==> config.mk <==
export PLATFORM = sky130hd
export DESIGN_NAME = vm_dispense_ctrl
export DESIGN_NICKNAME = d
export VERILOG_FILES = /design/src/rtl/vm_pkg.sv /design/src/rtl/vm_event_fifo.sv /design/src/rtl/vm_dispense_ctrl.sv
export SDC_FILE = /design/constraint.sdc
export NUM_CORES = 1
export LEC_CHECK = 0
export ABC_AREA = 1
export BUFFER_PORTS_ARGS = -buffer_cell sky130_fd_sc_hd__buf_2
export CELL_PAD_IN_SITES_DETAIL_PLACEMENT = 1
export CELL_PAD_IN_SITES_GLOBAL_PLACEMENT = 2
export CORE_MARGIN = 5
export CORE_UTILIZATION = 36
export CTS_CLUSTER_DIAMETER = 100
export DETAILED_ROUTE_END_ITERATION = 10
export PLACE_DENSITY = 0.88
export SLEW_MARGIN = 20
export SYNTH_ARGS = -nofsm -noshare
export SYNTH_HDL_FRONTEND = slang
export SYNTH_SLANG_ARGS = --single-unit
==> constraint.sdc <==
create_clock -name clk_i_tb -period 2.7 [get_ports clk_i_tb]
set_clock_uncertainty 0.15 [all_clocks]
set_input_delay 0.81 -clock clk_i_tb [delete_from_list [all_inputs] [get_ports clk_i_tb]]
set_output_delay 0.81 -clock clk_i_tb [all_outputs]
set_load 0.05 [all_outputs]
==> src/rtl/vm_pkg.sv <==
// Shared types and constants for the vending-machine dispense path.
//   dispense_state_e : dispense controller FSM states
//   sale_evt_t       : one buffered sale event {soda, change in nickels}
//   DIME_NICKELS / NICKEL_NICKELS : coin values expressed in nickels
//   is_sale_event()  : true when an input sample carries something to dispense
package vm_pkg;

    typedef enum logic [2:0] {
        ST_IDLE   = 3'd0,
        ST_VEND   = 3'd1,
        ST_CHANGE = 3'd2,
        ST_GAP    = 3'd3,
        ST_FAULT  = 3'd4
    } dispense_state_e;

    typedef struct packed {
        logic       soda;
        logic [2:0] change;
    } sale_evt_t;

    localparam logic [2:0] DIME_NICKELS   = 3'd2;
    localparam logic [2:0] NICKEL_NICKELS = 3'd1;

    function automatic logic is_sale_event(input sale_evt_t evt);
        return evt.soda | (evt.change != 3'd0);
    endfunction

endpackage

==> src/rtl/vm_event_fifo.sv <==
// Synchronous FIFO holding sale events between capture and the dispense FSM.
// Head entry is visible on pop_data_o while not empty (show-ahead).
//   clk_i_tb, rst_ni_tb : clock, async active-low reset
//   push_i/push_data_i  : write one entry (ignored when full unless popping too)
//   pop_i/pop_data_o    : remove head entry (ignored when empty)
//   full_o, empty_o     : occupancy flags
//   count_o             : number of stored entries
module vm_event_fifo
    import vm_pkg::*;
#(
    parameter  int unsigned DEPTH = 4,
    localparam int unsigned AW    = $clog2(DEPTH),
    localparam int unsigned CW    = $clog2(DEPTH + 1)
) (
    input  logic          clk_i_tb,
    input  logic          rst_ni_tb,
    input  logic          push_i,
    input  sale_evt_t     push_data_i,
    input  logic          pop_i,
    output sale_evt_t     pop_data_o,
    output logic          full_o,
    output logic          empty_o,
    output logic [CW-1:0] count_o
);

    sale_evt_t      mem_q [DEPTH];
    sale_evt_t      mem_d [DEPTH];
    logic [AW-1:0]  wr_ptr_q, wr_ptr_d;
    logic [AW-1:0]  rd_ptr_q, rd_ptr_d;
    logic [CW-1:0]  count_q, count_d;
    logic           push_s, pop_s;

    assign full_o     = (count_q == CW'(DEPTH));
    assign empty_o    = (count_q == {CW{1'b0}});
    assign count_o    = count_q;
    assign pop_data_o = mem_q[rd_ptr_q];

    // Next-state for storage, pointers and occupancy; a push into a full
    // FIFO is only accepted when the same edge pops.
    always_comb begin
        push_s   = push_i & (~full_o | pop_i);
        pop_s    = pop_i & ~empty_o;
        mem_d    = mem_q;
        wr_ptr_d = wr_ptr_q;
        rd_ptr_d = rd_ptr_q;
        if (push_s) begin
            mem_d[wr_ptr_q] = push_data_i;
            wr_ptr_d        = wr_ptr_q + AW'(1);
        end else begin
            wr_ptr_d = wr_ptr_q;
        end
        if (pop_s) begin
            rd_ptr_d = rd_ptr_q + AW'(1);
        end else begin
            rd_ptr_d = rd_ptr_q;
        end
        count_d = count_q + CW'(push_s) - CW'(pop_s);
    end

    // FIFO state registers.
    always_ff @(posedge clk_i_tb or negedge rst_ni_tb) begin
        if (!rst_ni_tb) begin
            for (int i = 0; i < DEPTH; i++) begin
                mem_q[i] <= '0;
            end
            wr_ptr_q <= '0;
            rd_ptr_q <= '0;
            count_q  <= '0;
        end else begin
            mem_q    <= mem_d;
            wr_ptr_q <= wr_ptr_d;
            rd_ptr_q <= rd_ptr_d;
            count_q  <= count_d;
        end
    end

endmodule

==> src/rtl/vm_dispense_ctrl.sv <==
// Dispense controller: buffers soda/change events from the vending core,
// runs the vend-motor handshake per soda and pays change as dime/nickel
// eject pulses (greedy dimes, then at most one nickel). All outputs registered.
//   clk_i_tb, rst_ni_tb : clock, async active-low reset
//   soda_i, change_i    : sale event input (change in nickels)
//   vend_ack_i          : motor done, sampled only while vending
//   hopper_ready_i      : hopper accepts an eject pulse this cycle
//   vend_req_o          : soda request, held until ack or timeout
//   dime_eject_o, nickel_eject_o : one-cycle coin eject pulses
//   busy_o              : FSM active or events queued
//   overflow_o, fault_o : sticky dropped-event / vend-timeout flags
module vm_dispense_ctrl
    import vm_pkg::*;
#(
    parameter int unsigned FIFO_DEPTH   = 4,
    parameter int unsigned EJECT_GAP    = 2,
    parameter int unsigned VEND_TIMEOUT = 64
) (
    input  logic       clk_i_tb,
    input  logic       rst_ni_tb,
    input  logic       soda_i,
    input  logic [2:0] change_i,
    input  logic       vend_ack_i,
    input  logic       hopper_ready_i,
    output logic       vend_req_o,
    output logic       dime_eject_o,
    output logic       nickel_eject_o,
    output logic       busy_o,
    output logic       overflow_o,
    output logic       fault_o
);

    localparam int unsigned CW = $clog2(FIFO_DEPTH + 1);
    localparam int unsigned TW = $clog2(VEND_TIMEOUT);
    localparam int unsigned GW = (EJECT_GAP > 0) ? $clog2(EJECT_GAP + 1) : 1;
    localparam logic [TW-1:0] TMO_LAST = TW'(VEND_TIMEOUT - 1);
    // Only used when EJECT_GAP > 0; the GAP state is unreachable otherwise.
    localparam logic [GW-1:0] GAP_LAST = GW'(EJECT_GAP - 1);

    dispense_state_e state_q, state_d;
    logic [2:0]      rem_q, rem_d;
    logic [TW-1:0]   tmo_q, tmo_d;
    logic [GW-1:0]   gap_q, gap_d;
    logic            vend_req_q, vend_req_d;
    logic            dime_q, dime_d;
    logic            nickel_q, nickel_d;
    logic            busy_q, busy_d;
    logic            overflow_q, overflow_d;
    logic            fault_q, fault_d;

    sale_evt_t       evt_s, fifo_head_s;
    logic            evt_valid_s, push_s, pop_s, drop_s;
    logic            fifo_full_s, fifo_empty_s;
    logic [CW-1:0]   fifo_count_s, fifo_count_next_s;
    logic            dime_fire_s, nickel_fire_s, timeout_s;

    vm_event_fifo #(
        .DEPTH (FIFO_DEPTH)
    ) u_fifo (
        .clk_i_tb    (clk_i_tb),
        .rst_ni_tb   (rst_ni_tb),
        .push_i      (push_s),
        .push_data_i (evt_s),
        .pop_i       (pop_s),
        .pop_data_o  (fifo_head_s),
        .full_o      (fifo_full_s),
        .empty_o     (fifo_empty_s),
        .count_o     (fifo_count_s)
    );

    // Event capture runs in every state; a full FIFO only drops when the
    // same edge does not free a slot.
    always_comb begin
        evt_s             = '{soda: soda_i, change: change_i};
        evt_valid_s       = is_sale_event(evt_s);
        pop_s             = (state_q == ST_IDLE) & ~fifo_empty_s;
        push_s            = evt_valid_s & (~fifo_full_s | pop_s);
        drop_s            = evt_valid_s & fifo_full_s & ~pop_s;
        fifo_count_next_s = fifo_count_s + CW'(push_s) - CW'(pop_s);
    end

    // Next-state logic: FSM, change remainder, timeout and gap counters.
    always_comb begin
        state_d       = state_q;
        rem_d         = rem_q;
        tmo_d         = tmo_q;
        gap_d         = gap_q;
        dime_fire_s   = 1'b0;
        nickel_fire_s = 1'b0;
        timeout_s     = 1'b0;
        case (state_q)
            ST_IDLE: begin
                tmo_d = '0;
                gap_d = '0;
                if (!fifo_empty_s) begin
                    rem_d   = fifo_head_s.change;
                    state_d = fifo_head_s.soda ? ST_VEND : ST_CHANGE;
                end else begin
                    state_d = ST_IDLE;
                end
            end
            ST_VEND: begin
                // Ack on the last allowed cycle still counts as success.
                if (vend_ack_i) begin
                    tmo_d   = '0;
                    state_d = (rem_q != 3'd0) ? ST_CHANGE : ST_IDLE;
                end else if (tmo_q == TMO_LAST) begin
                    timeout_s = 1'b1;
                    state_d   = ST_FAULT;
                end else begin
                    tmo_d = tmo_q + TW'(1);
                end
            end
            ST_CHANGE: begin
                gap_d = '0;
                if (rem_q == 3'd0) begin
                    state_d = ST_IDLE;
                end else if (!hopper_ready_i) begin
                    state_d = ST_CHANGE;
                end else begin
                    // rem_q >= 2 guards the dime subtract, so rem never wraps.
                    if (rem_q >= DIME_NICKELS) begin
                        dime_fire_s = 1'b1;
                        rem_d       = rem_q - DIME_NICKELS;
                    end else begin
                        nickel_fire_s = 1'b1;
                        rem_d         = rem_q - NICKEL_NICKELS;
                    end
                    if (EJECT_GAP > 0) begin
                        state_d = ST_GAP;
                    end else begin
                        state_d = (rem_d != 3'd0) ? ST_CHANGE : ST_IDLE;
                    end
                end
            end
            ST_GAP: begin
                if (gap_q == GAP_LAST) begin
                    gap_d   = '0;
                    state_d = (rem_q != 3'd0) ? ST_CHANGE : ST_IDLE;
                end else begin
                    gap_d = gap_q + GW'(1);
                end
            end
            ST_FAULT: begin
                state_d = ST_FAULT;
            end
            default: begin
                state_d = ST_IDLE;
            end
        endcase
    end

    // Output next values; vend_req follows the next state so the request
    // appears on the same edge that enters VEND.
    always_comb begin
        vend_req_d = (state_d == ST_VEND);
        dime_d     = dime_fire_s;
        nickel_d   = nickel_fire_s;
        fault_d    = fault_q | timeout_s;
        overflow_d = overflow_q | drop_s;
        busy_d     = (state_d != ST_IDLE) | (fifo_count_next_s != {CW{1'b0}});
    end

    // FSM state and datapath registers.
    always_ff @(posedge clk_i_tb or negedge rst_ni_tb) begin
        if (!rst_ni_tb) begin
            state_q <= ST_IDLE;
            rem_q   <= 3'd0;
            tmo_q   <= '0;
            gap_q   <= '0;
        end else begin
            state_q <= state_d;
            rem_q   <= rem_d;
            tmo_q   <= tmo_d;
            gap_q   <= gap_d;
        end
    end

    // Registered outputs.
    always_ff @(posedge clk_i_tb or negedge rst_ni_tb) begin
        if (!rst_ni_tb) begin
            vend_req_q <= 1'b0;
            dime_q     <= 1'b0;
            nickel_q   <= 1'b0;
            busy_q     <= 1'b0;
            overflow_q <= 1'b0;
            fault_q    <= 1'b0;
        end else begin
            vend_req_q <= vend_req_d;
            dime_q     <= dime_d;
            nickel_q   <= nickel_d;
            busy_q     <= busy_d;
            overflow_q <= overflow_d;
            fault_q    <= fault_d;
        end
    end

    assign vend_req_o     = vend_req_q;
    assign dime_eject_o   = dime_q;
    assign nickel_eject_o = nickel_q;
    assign busy_o         = busy_q;
    assign overflow_o     = overflow_q;
    assign fault_o        = fault_q;

endmodule

# Word-level counts from Yosys, hierarchy flattened
# Index checks and enable logic that the tools add are counted.
# Widths: inputs -> output; s select.
[word_totals] elab_cells=113 input_bits=8 ff_bits=43
[classes] reduce_logical=14 muxes=36 magnitude_cmp=4 n_bitwise=16 eq_ne=12 n_addsub=10
[op_table] operator="$mux 3" n=7
[op_table] operator="$bwmux 16" n=1
[op_table] operator="$pmux 3 s5" n=1
[op_table] operator="$mux 1" n=12
[op_table] operator="$mux 4" n=3
[op_table] operator="$mux 6" n=2
[op_table] operator="$pmux 6 s2" n=1
[op_table] operator="$reduce_bool 3->1" n=4
[op_table] operator="$mux 2" n=5
[op_table] operator="$logic_not 3->1" n=3
[op_table] operator="$bmux 4 s2" n=1
[op_table] operator="$demux 4 s2" n=1
[op_table] operator="$add 2x1->2 const B" n=3
[op_table] operator="$add 3x1->3" n=2
[op_table] operator="$add 6x1->6 const B" n=1
[op_table] operator="$and 1x1->1" n=6
[op_table] operator="$eq 3x1->1 const B" n=2
[op_table] operator="$eq 3x2->1 const B" n=2
[op_table] operator="$eq 3x3->1 const B" n=2
[op_table] operator="$eq 6x6->1 const B" n=1
[op_table] operator="$ge 3x3->1 const B" n=2
[op_table] operator="$ne 2x2->1 const B" n=3
[op_table] operator="$not 2->3" n=2
[op_table] operator="$pmux 3 s2" n=1
[op_table] operator="other kinds (15)" n=24

# Logic depth before layout (Yosys ltp)
# Gate-level depths: netlist (run 1).
[logic_depth] depth_word=9 ltp_mapped=13 mapped_depth_nobuf=13

# Hierarchy
# Synthesis (run 1) repeated with hierarchy kept, for this count alone.
[hier_totals] cells_unflattened=308 area_unflattened_um2=2463.6
[modules_own_cells] module="vm_dispense_ctrl" area_per_inst_um2=1236.2 cells_each=168 n_inst=1
[modules_own_cells] module="vm_event_fifo" area_per_inst_um2=1227.4 cells_each=140 n_inst=1

# Least setup slack after synthesis (run 1)
# Ideal clock, no wire load.
[synth_timing] path_kind="input to register" startpoint="input port soda_i" endpoint="register busy_q (netlist: busy_o)" stages=10 setup_ns=0.127 t_required_ns=2.423 path_buffers=0 setup_slack_ns=0.081 arrival_time_ns=2.343 path_cell_list="inv_1 > nand4_1 > nand2_2 > inv_1 > ha_1 > fa_1 > nor2_1 > nand3_1 > nor2_1 > nand3_1"
[synth_between] elab_chain_len=6
[synth_lines] element="start, declared" line="vm_dispense_ctrl.sv:21" source="input logic soda_i,"
[synth_lines] element="$or 1x1->1" line="vm_pkg.sv:25" source="return evt.soda | (evt.change != 3'd0);"
[synth_lines] element="$and 1x1->1" line="vm_dispense_ctrl.sv:77" source="push_s = evt_valid_s & (~fifo_full_s | pop_s);"
[synth_lines] element="$add 3x1->3" line="vm_dispense_ctrl.sv:79" source="fifo_count_next_s = fifo_count_s + CW'(push_s) - CW'(pop_s);"
[synth_lines] element="$sub 3x1->3" line="vm_dispense_ctrl.sv:79"
[synth_lines] element="$reduce_bool 3->1" line="vm_dispense_ctrl.sv:161" source="busy_d = (state_d != ST_IDLE) | (fifo_count_next_s != {CW{1'b0}});"
[synth_lines] element="$or 1x1->1" line="vm_dispense_ctrl.sv:161"
[synth_lines] element="net busy_d" line="vm_dispense_ctrl.sv:47" source="logic busy_q, busy_d;"
[synth_lines] element="end signal, assigned" line="vm_dispense_ctrl.sv:192" source="busy_q <= busy_d;"
[synth_lines] element="end, declared" line="vm_dispense_ctrl.sv:47"
# The timed path passes the listed nets, and every way through them passes these cells.
# A chain may end at the register's enable or synchronous reset.

# Worst setup path after layout (run 1)
[layout_timing] startpoint="register state_q[1]" endpoint="register busy_q (netlist: busy_o)"
[layout_between] elab_chain_len=8 elab_cells_between_ends=17 classes_between="2 x add/sub; 4 x eq/ne; 4 x mux; 4 x bitwise; 3 x reduce/logical"
[layout_lines] element="start, declared" line="vm_dispense_ctrl.sv:40" source="dispense_state_e state_q, state_d;"
[layout_lines] element="start signal, assigned" line="vm_dispense_ctrl.sv:172" source="state_q <= state_d;"
[layout_lines] element="$logic_not 3->1" line="vm_dispense_ctrl.sv:76, vm_dispense_ctrl.sv:91"
[layout_lines] element="$and 1x1->1" line="vm_dispense_ctrl.sv:76" source="pop_s = (state_q == ST_IDLE) & ~fifo_empty_s;"
[layout_lines] element="$or 1x1->1" line="vm_dispense_ctrl.sv:77"
[layout_lines] element="$and 1x1->1" line="vm_dispense_ctrl.sv:77"
[layout_lines] element="$add 3x1->3" line="vm_dispense_ctrl.sv:79"
[layout_lines] element="$sub 3x1->3" line="vm_dispense_ctrl.sv:79"
[layout_lines] element="$reduce_bool 3->1" line="vm_dispense_ctrl.sv:161"
[layout_lines] element="$or 1x1->1 (*)" line="vm_dispense_ctrl.sv:161"
[layout_lines] element="net busy_d" line="vm_dispense_ctrl.sv:47"
# Mark *: on every way through the listed nets, which the timed path passes. The rest lies on a longest branch.

==> results of run 1 <==
## power by group through the flow
| stage | clock [uW] | combinational [uW] | sequential [uW] |
|---|---|---|---|
| 6_report | 435 | 1480 | 1100 |
| 5_1_grt | 479 | 1730 | 1150 |
| 4_1_cts | 457 | 1520 | 1110 |
| 3_5_place_dp | 0 | 1510 | 1120 |
| 3_3_place_gp | 0 | 1440 | 1110 |
| 2_1_floorplan | 0 | 1120 | 1100 |
## stage by stage
| step | setup WS [ns] | utilization [%] | cell area (um^2) | hold slack, ns | power, uW |
|---|---|---|---|---|---|
| floorplan | 0.08054 | - | 2320 | 0.2978 | 2218 |
| global placement | 0.1374 | 39.99 | 2525 | 0.2922 | 2553 |
| detailed placement | 0.1100 | 39.99 | 2525 | 0.3063 | 2634 |
| CTS | 0.1822 | 41.46 | 2618 | 0.3269 | 3084 |
| global route | 0.02042 | 41.46 | 2618 | 0.3662 | 3356 |
| finish | 0.2008 | 41.46 | 2618 | 0.3196 | 3015 |
## tightest hold or removal path, stage by stage (launching register included)
cell and delay [ns]:
dfrtp_1 0.35, inv_1 0.04, nand2_1 0.06
## final timing paths
kind                       startpoint         end  slack [ns]  cells after the start
min reg2reg                   fault_o     fault_o        0.32                      2
max reg2reg                state_q[1]      busy_o        0.20                     11
max in group asynchronous   rst_ni_tb  overflow_o        1.58                      2
min                           fault_o     fault_o        0.32                      2
max                        state_q[1]      busy_o        0.20                     11
min in group asynchronous   rst_ni_tb    tmo_q[3]        0.43                      2
## placed cells by master (no fill, tap or decap), types with 6 or more instances in the layout
| cell type | synthesis | layout |
|---|---|---|
| buf_2 | 1 | 13 |
| nand2_1 | 80 | 80 |
| nor2_1 | 25 | 25 |
| o21ai_0 | 20 | 20 |
| inv_1 | 34 | 34 |
| nand3_1 | 27 | 27 |
| dfrtp_1 | 43 | 43 |
| buf_4 | 0 | 7 |
| nand4_1 | 6 | 6 |
| nand3_2 | 6 | 6 |
| inv_2 | 6 | 6 |
| o21ai_1 | 6 | 6 |
| ha_1 | 12 | 12 |
## sequential cells by signal (all words and copies together) (netlist names)
register	cells
gap_q	2
nickel_eject_o	1
tmo_q	6
vend_req_o	1
u_fifo.count_o	3
state_q	3
busy_o	1
u_fifo.rd_ptr_q	2
overflow_o	1
fault_o	1
u_fifo.wr_ptr_q	2
dime_eject_o	1
rem_q	3
u_fifo.mem_q	16
## per-layer routing
| layer | wire (um) | up-vias |
|---|---|---|
| met4 | 31 | 0 |
| met1 | 2558 | 863 |
| li1 | - | 959 |
| met5 | 0 | - |
| met2 | 2422 | 17 |
| met3 | 147 | 4 |
## cell type report
class	instances	area, um^2
clock buffers	5	68.82
multi-input cells	200	1085
flip-flops and latches	43	1076
well taps	77	96.34
clock inverters	3	23.77
repair buffers	20	117.6
inverters	40	150.1
fillers	797	3696
## cell families after synthesis
kind of cell	after synthesis	synth area share, %
fa+ha+maj	14	8.198
flops	43	46.39
xor+xnor	4	1.510
buf+inv	42	6.850
simple gates	151	30.04
compound gates	31	7.012
==> flow_metrics.env, run 1 <==
export IMPL_critPathCaptureType="flop"
export IMPL_cts_hold_fix_buffers=0
export IMPL_min_period_ns=2.499
export IMPL_async_flop_share_pct=100.0
export IMPL_gr_usage_met3_pct=3.250
export IMPL_final_hold_viol_count=0
export IMPL_avgRoutedWirePerCell_um=13.30
export IMPL_cpMostUsedCell="nor2_1"
export IMPL_cts_root_buf="clkbuf_8"
export IMPL_clk_latency_ns=0.30
export IMPL_ys_types=24
export IMPL_cp_top_family="adder cells"
export IMPL_power_switching_uw=1409
export IMPL_cts_tree="yes"
export IMPL_netlist_instances=285
export IMPL_ys_ff_latch=43
export IMPL_netlist_area_um2=2320
export IMPL_grt_usage_pct=13.68
export IMPL_timing_fmax_mhz=400.1
export IMPL_clock_sinks=43
export IMPL_synth_area_leaders="dfrtp_1 46%, nand2_1 13%, ha_1 6.5%"
export IMPL_vias_per_cell=4.750
export IMPL_ys_top_cells_by_count="80 x nand2_1, 43 x dfrtp_1, 34 x inv_1"
export IMPL_htreeDepth=2
export IMPL_use_met1_pct=18.77
export IMPL_numCtsBuffers=5
export IMPL_power_share_clock_pct=14.4
export IMPL_synth_top_area_share_pct=46.39
export IMPL_drc_errors=0
export IMPL_rsz0062_at_grt="no"
export IMPL_hold_class="flop to flop"
export IMPL_ir_worst_vdd_mv=0.4860
export IMPL_ys_warn_count=0
export IMPL_fin_crit_sh_pct=92.56
export IMPL_ctsResizeCount=0
export IMPL_fin_cells=388
export IMPL_worst_slew_margin_rel_pct=61.71
export IMPL_seq_area_frac_synth_pct=46.39
export IMPL_die_area_um2=8149
export IMPL_finalWeightedCongestion=0.7936
export IMPL_vias=1843
export IMPL_drive_gt1_share_pct=15.11
export IMPL_maxCapViolCount=0
export IMPL_worstPathRequired_ns=2.73
export IMPL_power_frac_seq_pct=36.6
export IMPL_start_util_pct=36.74
export IMPL_port_buffers=13
export IMPL_grt_pass1_wl_mm=9.190
export IMPL_postCtsSetupBuffers=0
export IMPL_hpwlAfterDp_mm=3.927
export IMPL_slew_violations=0
export IMPL_path_cells="inv_2, nand3_4, nor2_1, ha_1, inv_1, ha_1, fa_1, nor2_1, nand3_1, nor2_1, nand3_1"
export IMPL_drt_initial_drc_count=43
export IMPL_power_density_nw_per_um2=1152
export IMPL_num_antenna_cells=0
export IMPL_worst_ep_arrival_time_ns=2.53
export IMPL_status="complete, no violations"
export IMPL_path_buf_inv=2
export IMPL_io_pins=14
export IMPL_grt_max_degree=44
export IMPL_syn_nets=307
export IMPL_synth_edf_count=0
export IMPL_synthFlopType="dfrtp_1"
export IMPL_power_leakage_uw=0.001350
export IMPL_die_x_um=90.27
export IMPL_pwr_share_comb_pct=49.0
export IMPL_critPathMaxFanout=5
export IMPL_setup_tns_ns=0
export IMPL_cts_buffer_depth=2
export IMPL_final_antenna_net_count=0
export IMPL_nNetsFinal=332
export IMPL_grt_antenna_before_repair=0
export IMPL_globalRouteOverflowTotal=0
export IMPL_power_internal_uw=1606
export IMPL_sw_frac_of_total_pct=46.72
export IMPL_slowest_stage="dfrtp_1"
export IMPL_area_delta_synth_final_pct=12.84
export IMPL_synth_top_cell_by_area="dfrtp_1"
export IMPL_grt_pass1_vias=1914
export IMPL_grt_util_met2_pct=21.59
export IMPL_die_h_um=90.27
export IMPL_slowest_delay_ns=0.44
export IMPL_numPlacedInstances=380
export IMPL_cp_start_kind="flop"
export IMPL_num_rows=29
export IMPL_avgSynthCellArea_um2=8.139
export IMPL_crit_type="flop to flop"
export IMPL_clk_pin_slew_ns=0.09
export IMPL_core_um2=6314
export IMPL_yosysMostFrequentCell="nand2_1"
export IMPL_drt_total_wl_mm=5.160
export IMPL_worst_pin_slew_ns=0.5744
export IMPL_grt_busiest_layer="met2"
export IMPL_firstDrtPassIters=4
export IMPL_finalSetupViolations=0
Power figures use the tool's default switching activity.
==> run 2: changes to the inputs <==
- CTS_CLUSTER_SIZE: default -> 25
- clock period: 2.7 -> 2.47 ns (I/O delays scaled with it)
==> run 2 against run 1 <==
Effect of this change:
- total power grew 17%
- die area did not move
- cell area rose by 2.3%
- utilization rose by 0.97 points
- via count increased by 2.8%
- fmax increased by 7.8%
- critical path type unchanged
- combinational power is 16% higher
- worst setup slack got worse by 0.050 ns
- clock-buffer cell count up 1
- first-iteration DRC count grew 42%
- final cell count rose by 0.52%
==> flow_metrics.env, run 2 (synthesis gave the netlist of run 1 again) <==
export IMPL_status="complete, no violations"
export IMPL_pre_cts_ws_ns=0.03370
export IMPL_area_delta_synth_final_pct=15.48
export IMPL_cts_hold_fix_buffers=0
export IMPL_worst_slew_margin_rel_pct=66.19
export IMPL_ir_worst_vdd_mv=0.5614
export IMPL_firstDrtPassIters=4
export IMPL_slew_violations=0
export IMPL_cts_root_buf="clkbuf_8"
export IMPL_maxCapViolCount=0
export IMPL_r2r_end="busy_o"
export IMPL_core_um2=6314
export IMPL_grt_antenna_before_repair=0
export IMPL_start_util_pct=36.74
export IMPL_clock_sinks=43
export IMPL_cts_buffer_depth=2
export IMPL_largest_reg_flops=16
export IMPL_die_x_um=90.27
export IMPL_grt_usage_pct=14.57
export IMPL_num_antenna_cells=0
export IMPL_vias_per_cell=4.856
export IMPL_critPathMaxFanout=6
export IMPL_r2r_start="state_q[2]"
export IMPL_setup_slack_ns=0.1508
export IMPL_io_pins=14
export IMPL_final_fill_count=801
export IMPL_grt_pass1_wl_mm=9.735
export IMPL_avgRoutedWirePerCell_um=13.84
export IMPL_layout_common_cells="80 x nand2_1, 43 x dfrtp_1, 29 x inv_1"
export IMPL_fin_crit_sh_pct=93.89
export IMPL_worst_ep_arrival_time_ns=2.36
export IMPL_power_density_nw_per_um2=1316
export IMPL_multi_input_comb_area_um2=1090
export IMPL_clk_pin_slew_ns=0.09
export IMPL_top_register="u_fifo.mem_q"
export IMPL_globalRouteOverflowTotal=0
export IMPL_fin_total_pwr_uw=3524
export IMPL_die_area_um2=8149
export IMPL_crit_type="flop to flop"
export IMPL_final_antenna_net_count=0
export IMPL_hold_worst_slack_ns=0.2393
export IMPL_port_buffers=13
export IMPL_crit_start="state_q[2]"
export IMPL_hold_class="input port to async pin"
export IMPL_drt_initial_drc_count=61
export IMPL_placed_area_um2=2547
export IMPL_critPathCaptureType="flop"
export IMPL_finalSetupViolations=0
export IMPL_htreeDepth=2
export IMPL_die_h_um=90.27
export IMPL_drt_total_wl_mm=5.397
export IMPL_power_leakage_uw=0.001380
export IMPL_final_area_um2=2679
export IMPL_grt_max_degree=25
export IMPL_hpwlAfterDp_mm=4.215
export IMPL_final_hold_viol_count=0
export IMPL_grt_pass1_vias=2014
export IMPL_numCtsBuffers=5
export IMPL_register_area_um2=1076
export IMPL_reg2reg_depth=11
export IMPL_finalWeightedCongestion=0.7956
export IMPL_cts_tree="yes"
export IMPL_clk_latency_ns=0.31
export IMPL_drive_gt1_share_pct=17.89
export IMPL_num_rows=29
export IMPL_drc_errors=0
export IMPL_final_common_cell="nand2_1"
export IMPL_rrSetupSlack_ns=0.15
export IMPL_min_period_ns=2.319
export IMPL_reg_top3="u_fifo.mem_q (16), tmo_q (6)"
export IMPL_rsz0062_at_grt="no"
export IMPL_timing_fmax_mhz=431.2
export IMPL_cp_start_kind="flop"
export IMPL_setup_tns_ns=0
export IMPL_vias=1894
export IMPL_nNetsFinal=334
export IMPL_worstPathRequired_ns=2.51
export IMPL_worst_pin_slew_ns=0.5072
## run 2: cell count changes in the layout (fill, tap and decap cells not counted), sizes merged
cell / before / now
clkinvlp: 2 / 0
clkbuf: 5 / 6
buf: 20 / 22
bufinv: 0 / 1
## run 2: worst max-delay path: stages (launching register included)
cell	delay (ns)
dfrtp_1	0.41
inv_2	0.14
nand3_4	0.09
nor2_2	0.16
ha_1	0.25
inv_1	0.09
ha_2	0.18
fa_1	0.40
nor2_1	0.09
nand3_1	0.08
nor2_1	0.08
nand3_1	0.08
## run 2: power breakdown
part | switching, uW | leakage [uW] | total (uW) | internal [uW]
registers | 211 | 0.000530 | 1200 | 985
logic | 1100 | 0.000788 | 1720 | 615
clock network | 276 | 0.0000618 | 609 | 333
## run 2: stage by stage
step,utilization [%],std cells
after floorplan,-,285
final,42.43,390
after CTS,42.27,389
after global routing,42.43,390
after global placement,40.35,381
after detailed placement,40.35,381
## run 2: routing by layer
layer  GRT usage [%]  vias up  share of wire [%]
li1                -      962                  -
met1           19.59      914                 49
met2           23.48       12                 48
met3           3.083        6                2.3
met4           4.467        0                1.2
met5               0        -                  0
## run 2: worst max-delay path by stage
stage               cells after the start  slack, ns     end
detailed placement                     11       0.03  busy_o
finish                                 11       0.15  busy_o
floorplan                              10       0.01  busy_o
global route                           11       0.02  busy_o
global placement                       11       0.08  busy_o
CTS                                    11       0.09  busy_o
## run 2: repair_timing
item / CTS / global route
setup buffers: 0 / 1
resized for setup: 0 / 2
endpoints found under the setup margin: 0 / 1
## run 2: cell type report
cell class	instances	share of cell area (%)
multi-input combinational	200	40.68
clock buffer	6	3.083
tap	77	3.596
timing repair buffer	22	5.418
sequential	43	40.17
clock inverter	2	1.448
inverter	40	5.605
